`src/rtl/freq_meter.sv`:
```
// freq_meter: gated-window frequency meter counting sig_in rising edges per GATE_CYCLES clk window.
// Define FREQ_METER_RANGE_EN to add the in_range output (MIN_EDGES..MAX_EDGES, inclusive).
module freq_meter #(
    parameter int unsigned GATE_CYCLES = 1000,
    parameter int unsigned CNT_W       = 16,
    parameter int unsigned MIN_EDGES   = 0,
    parameter int unsigned MAX_EDGES   = 65535
) (
    input  logic             clk,
    input  logic             rst,
    input  logic             en,
    input  logic             sig_in,
    output logic [CNT_W-1:0] count,
    output logic             valid,
    output logic             ovf,
`ifdef FREQ_METER_RANGE_EN
    output logic             in_range,
`endif
    output logic             busy
);

    localparam int unsigned       GW           = $clog2(GATE_CYCLES);
    localparam logic [GW-1:0]     LP_GATE_LOAD = GW'(GATE_CYCLES - 1);
    localparam logic [CNT_W-1:0]  LP_CNT_MAX   = '1;

    if (GATE_CYCLES < 2 || GATE_CYCLES > (1 << 24) || MIN_EDGES > MAX_EDGES) begin : g_bad_params
        $error("freq_meter: illegal GATE_CYCLES or MIN_EDGES > MAX_EDGES");
    end

    typedef enum logic [1:0] {
        S_IDLE,
        S_ARM,
        S_GATE
    } state_t;

    state_t           r_state;
    state_t           w_state_nxt;
    logic             r_s1, r_s2, r_s3;
    logic [GW-1:0]    r_gate_cnt;
    logic [CNT_W-1:0] r_edge_cnt;
    logic             r_ovf_acc;
    logic [CNT_W-1:0] r_count;
    logic             r_valid;
    logic             r_ovf;
    logic             w_edge;
    logic             w_at_max;
    logic [CNT_W-1:0] w_final_cnt;
    logic             w_final_ovf;

    // Two-flop synchronizer plus a delay flop for rising-edge detection
    always_ff @(posedge clk or posedge rst) begin
        if (rst) begin
            r_s1 <= 1'b0;
            r_s2 <= 1'b0;
            r_s3 <= 1'b0;
        end else begin
            r_s1 <= sig_in;
            r_s2 <= r_s1;
            r_s3 <= r_s2;
        end
    end

    assign w_edge      = r_s2 & ~r_s3;
    assign w_at_max    = (r_edge_cnt == LP_CNT_MAX);
    assign w_final_cnt = (w_edge && !w_at_max) ? r_edge_cnt + 1'b1 : r_edge_cnt;
    assign w_final_ovf = r_ovf_acc | (w_edge & w_at_max);

    always_ff @(posedge clk or posedge rst) begin
        if (rst) begin
            r_state <= S_IDLE;
        end else begin
            r_state <= w_state_nxt;
        end
    end

    always_comb begin
        w_state_nxt = r_state;
        case (r_state)
            S_IDLE:  if (en) w_state_nxt = S_ARM;
            S_ARM:   w_state_nxt = S_GATE;
            S_GATE:  if (!en) w_state_nxt = S_IDLE;
            default: w_state_nxt = S_IDLE;
        endcase
    end

`ifdef FREQ_METER_RANGE_EN
    localparam int unsigned CW = (CNT_W > 32) ? CNT_W : 32;
    logic r_in_range;
    logic w_in_range_nxt;

    assign w_in_range_nxt = (CW'(w_final_cnt) >= CW'(MIN_EDGES)) &&
                            (CW'(w_final_cnt) <= CW'(MAX_EDGES)) && !w_final_ovf;
    assign in_range = r_in_range;
`endif

    // An en drop in GATE aborts the window: results hold, no valid
    always_ff @(posedge clk or posedge rst) begin
        if (rst) begin
            r_gate_cnt <= '0;
            r_edge_cnt <= '0;
            r_ovf_acc  <= 1'b0;
            r_count    <= '0;
            r_valid    <= 1'b0;
            r_ovf      <= 1'b0;
`ifdef FREQ_METER_RANGE_EN
            r_in_range <= 1'b0;
`endif
        end else begin
            r_valid <= 1'b0;
            case (r_state)
                S_ARM: begin
                    r_edge_cnt <= '0;
                    r_ovf_acc  <= 1'b0;
                    r_gate_cnt <= LP_GATE_LOAD;
                end
                S_GATE: begin
                    if (en) begin
                        if (r_gate_cnt != '0) begin
                            r_gate_cnt <= r_gate_cnt - 1'b1;
                            if (w_edge) begin
                                if (w_at_max) r_ovf_acc <= 1'b1;
                                else          r_edge_cnt <= r_edge_cnt + 1'b1;
                            end
                        end else begin
                            r_count    <= w_final_cnt;
                            r_ovf      <= w_final_ovf;
                            r_valid    <= 1'b1;
`ifdef FREQ_METER_RANGE_EN
                            r_in_range <= w_in_range_nxt;
`endif
                            r_edge_cnt <= '0;
                            r_ovf_acc  <= 1'b0;
                            r_gate_cnt <= LP_GATE_LOAD;
                        end
                    end
                end
                default: ;
            endcase
        end
    end

    assign count = r_count;
    assign valid = r_valid;
    assign ovf   = r_ovf;
    assign busy  = (r_state != S_IDLE);

endmodule

```
`config.mk`:
```
export PLATFORM = sky130hd
export DESIGN_NAME = freq_meter
export DESIGN_NICKNAME = d
export VERILOG_FILES = /design/src/rtl/freq_meter.sv
export SDC_FILE = /design/constraint.sdc
export NUM_CORES = 1
export LEC_CHECK = 0
export BUFFER_PORTS_ARGS = -buffer_cell sky130_fd_sc_hd__buf_2
export CAP_MARGIN = 20
export CELL_PAD_IN_SITES_DETAIL_PLACEMENT = 0
export CELL_PAD_IN_SITES_GLOBAL_PLACEMENT = 2
export CORE_ASPECT_RATIO = 1.75
export CORE_MARGIN = 3
export CORE_UTILIZATION = 38
export CTS_BUF_LIST = sky130_fd_sc_hd__clkbuf_8 sky130_fd_sc_hd__clkbuf_16
export DETAILED_ROUTE_END_ITERATION = 16
export PLACE_DENSITY_LB_ADDON = 0.1
export SLEW_MARGIN = 20
export SYNTH_ARGS = -nofsm -noshare
export SYNTH_HDL_FRONTEND = slang
export SYNTH_SLANG_ARGS = --single-unit
```
`constraint.sdc`:
```
create_clock -name clk -period 2.4 [get_ports clk]
set_input_delay 0.36 -clock clk [delete_from_list [all_inputs] [get_ports clk]]
set_output_delay 0.36 -clock clk [all_outputs]
set_load 0.01 [all_outputs]
```
==> metrics.txt <==
status=completed; pin count of the biggest net entering global routing=34; leakage=0.001273 uW; Switching Fraction=28.81%; Crit path required time=2620 ps; Post-Layout Cell Count=373; setup TNS=0 ps; Final ANT Viol Nets=0; Starting DRT DRC Count=57; register share of total power=47.1%; Synth Area per Inst=10.27 um2; Final Cycle Share=93.70%; Yosys cell types=49; FILL cells=674; vias per cell=5.177; H-tree levels=2; worst setup path class=flop to flop; FMAX=444.7 MHz; RSZ-0062 raised after global routing=no; routed vias=1931; Post-DP HPWL=4.518 mm; Clock Sinks=50; Final #Nets=296; Routed WL=6.045 mm; layout cells sized above 1=24.74%; commonest cells after routing, fill and taps aside=50 x dfrtp_1, 30 x nand2_1, 22 x buf_2; Post-Syn Instances=260; Setup crit end kind=flop; Fin. Hold Viols=0; Int Power=1392 uW; Hold Crit Class=input pin to asynchronous set/reset pin; Warnings, synthesis=0; Seq cells post-synth=50; VDD IR max=364.0 uV; vias in the first global route=2000; Clk pin slew, worst setup/hold paths=60 ps; drt pass-1 iters=4; Mapped Area=2670 um2; min cycle time layout=2249 ps; Top FF cell, synth=dfrtp_1; Clock Latency Late Sink=290 ps; # setup viols final=0; global route total overflow=0; Worst Setup Start Kind=flop; Total GRT Usage=16.26%; FF+latch area=1251 um2; initial antenna violation count=0; hold_buf cts=0; TritonCTS Buffers=5; clk buf depth=2; share of total power in the clock network=36.6%; # IOs=23; Pins Over Slew Limit=0; Resize count post-CTS=0; Gate power share=16.3%; n_diodes=0; first-pass GRT wire length=10.18 mm; worst-margin pin slew=653.7 ps; Post-synth EDFFs=0; crit path DAT=2470 ps; syn nets=266; Starting Density=39.94%; gpl congestion=0.7647; Worst Path Max Fanout=33; Max-Cap Viols=0; NetSw=563.5 uW; Post-synth ARST share=100.0%; cell row count=39; CTS tree=done; sequential element share of the synthesized area=46.86%; post-CTS setup buffers=0; multi-input logic area=1281 um2; Die ar.=8108 um2; Die Span Y=116.9 um; total power=1956 uW; P per Cell Area=633.7 nW/um2; skew final=4.183 ps; P&R area growth vs syn=15.60%; Port-buffer cells=22; Root Buffer Master=clkbuf_16; core region area=6685 um2; most common cell after layout, fill and taps aside=dfrtp_1; chip width=69.37 um; Rel. slew slack=56.32%; drt wl/cell=16.21 um; dpl cells=365; drt drc=0
[worst max-delay path, cell delays in order, from the launching register on]
cell and delay (ps):
dfrtp_1 390, inv_1 90, ha_1 220, or3b_2 470, or4_4 490, buf_12 200, inv_2 80, a21oi_1 110
o21ai_1 130
[worst paths after layout]
path | start | to | slack (ps) | depth (start not counted)
min reg2reg | r_s1 | r_s2 | 350 | 0
min in group clk | sig_in | r_s1 | 180 | 1
max in group asynchronous | rst | r_s2 | 1760 | 3
min | rst | r_state[0] | 100 | 2
max reg2reg | r_gate_cnt[0] | r_gate_cnt[9] | 150 | 8
max | r_gate_cnt[0] | r_gate_cnt[9] | 150 | 8
[flip-flops by register name (all words and copies together) (netlist names)]
name	flops
count	16
r_edge_cnt	16
r_gate_cnt	10
r_state	2
ovf	1
r_ovf_acc	1
r_s1	1
r_s2	1
r_s3	1
valid	1
[cell type report]
class                      instances  share of cell area [%]
multi-input combinational        184                   41.51
tap                               82                   3.324
sequential                        50                   40.54
clock inverter                     2                  0.2837
inverter                           9                   1.094
timing repair buffer              40                   8.756
clock buffer                       6                   4.499
[layer usage]
layer  up-vias  global-route usage (%)  share of wire, %
met4         0                   6.649               1.8
met2        21                   31.19                56
li1        965                       -                 -
met1       938                   17.53                40
met5         -                       0                 0
met3         7                   2.821               2.2
[logic make-up after synthesis]
kind of cell             Yosys count  synth area share, %
adder cells (fa/ha/maj)            2               0.9371
AO/OA/AOI/OAI                     62                19.31
flip-flops                        50                46.86
buffers and inverters             26                5.155
AND/OR/NAND/NOR                   87                16.87
multiplexers                       1               0.3749
XOR/XNOR                          32                10.50
[cells in the mapped netlist (2+ instances only)]
cell	count	share of area, %
buf_6	4	1.7
clkbuf_1	5	0.70
and3_1	3	0.70
xor2_1	13	4.3
nor3_1	7	1.3
a32o_1	2	0.75
buf_2	6	1.1
nand2_1	30	4.2
nor4_1	2	0.47
o2bb2ai_1	3	0.98
nand3_1	4	0.75
o211ai_1	7	2.0
o21ai_0	2	0.37
nand2b_1	3	0.70
dfrtp_1	50	47
o2bb2ai_2	10	5.6
a21oi_1	8	1.5
ha_1	2	0.94
or4_1	2	0.56
inv_1	8	1.1
or4_4	2	0.84
nor2_1	19	2.7
o21ai_1	18	3.4
xnor2_1	19	6.2
clkbuf_2	2	0.37
nand4_1	5	1.2
or2_2	2	0.47
[power by group through the flow]
| stage | clock, uW | combinational (uW) | sequential (uW) |
|---|---|---|---|
| 2_1_floorplan | 0 | 256 | 921 |
| 3_3_place_gp | 0 | 324 | 937 |
| 3_5_place_dp | 0 | 327 | 936 |
| 4_1_cts | 743 | 328 | 920 |
| 5_1_grt | 773 | 357 | 924 |
| 6_report | 717 | 319 | 920 |
[through the flow]
stage | utilization, % | hold WS (ps) | setup WS (ps) | cell area [um2]
2_1_floorplan | - | 331.2 | 235.2 | 2670
3_3_place_gp | 43.96 | 337.1 | 186.4 | 2939
3_5_place_dp | 43.96 | 341.2 | 150.2 | 2939
4_1_cts | 46.17 | 116.2 | 135.6 | 3087
5_1_grt | 46.17 | 148.5 | 27.46 | 3087
6_report | 46.17 | 100.4 | 151.2 | 3087
(Power assumes the default switching activity.)
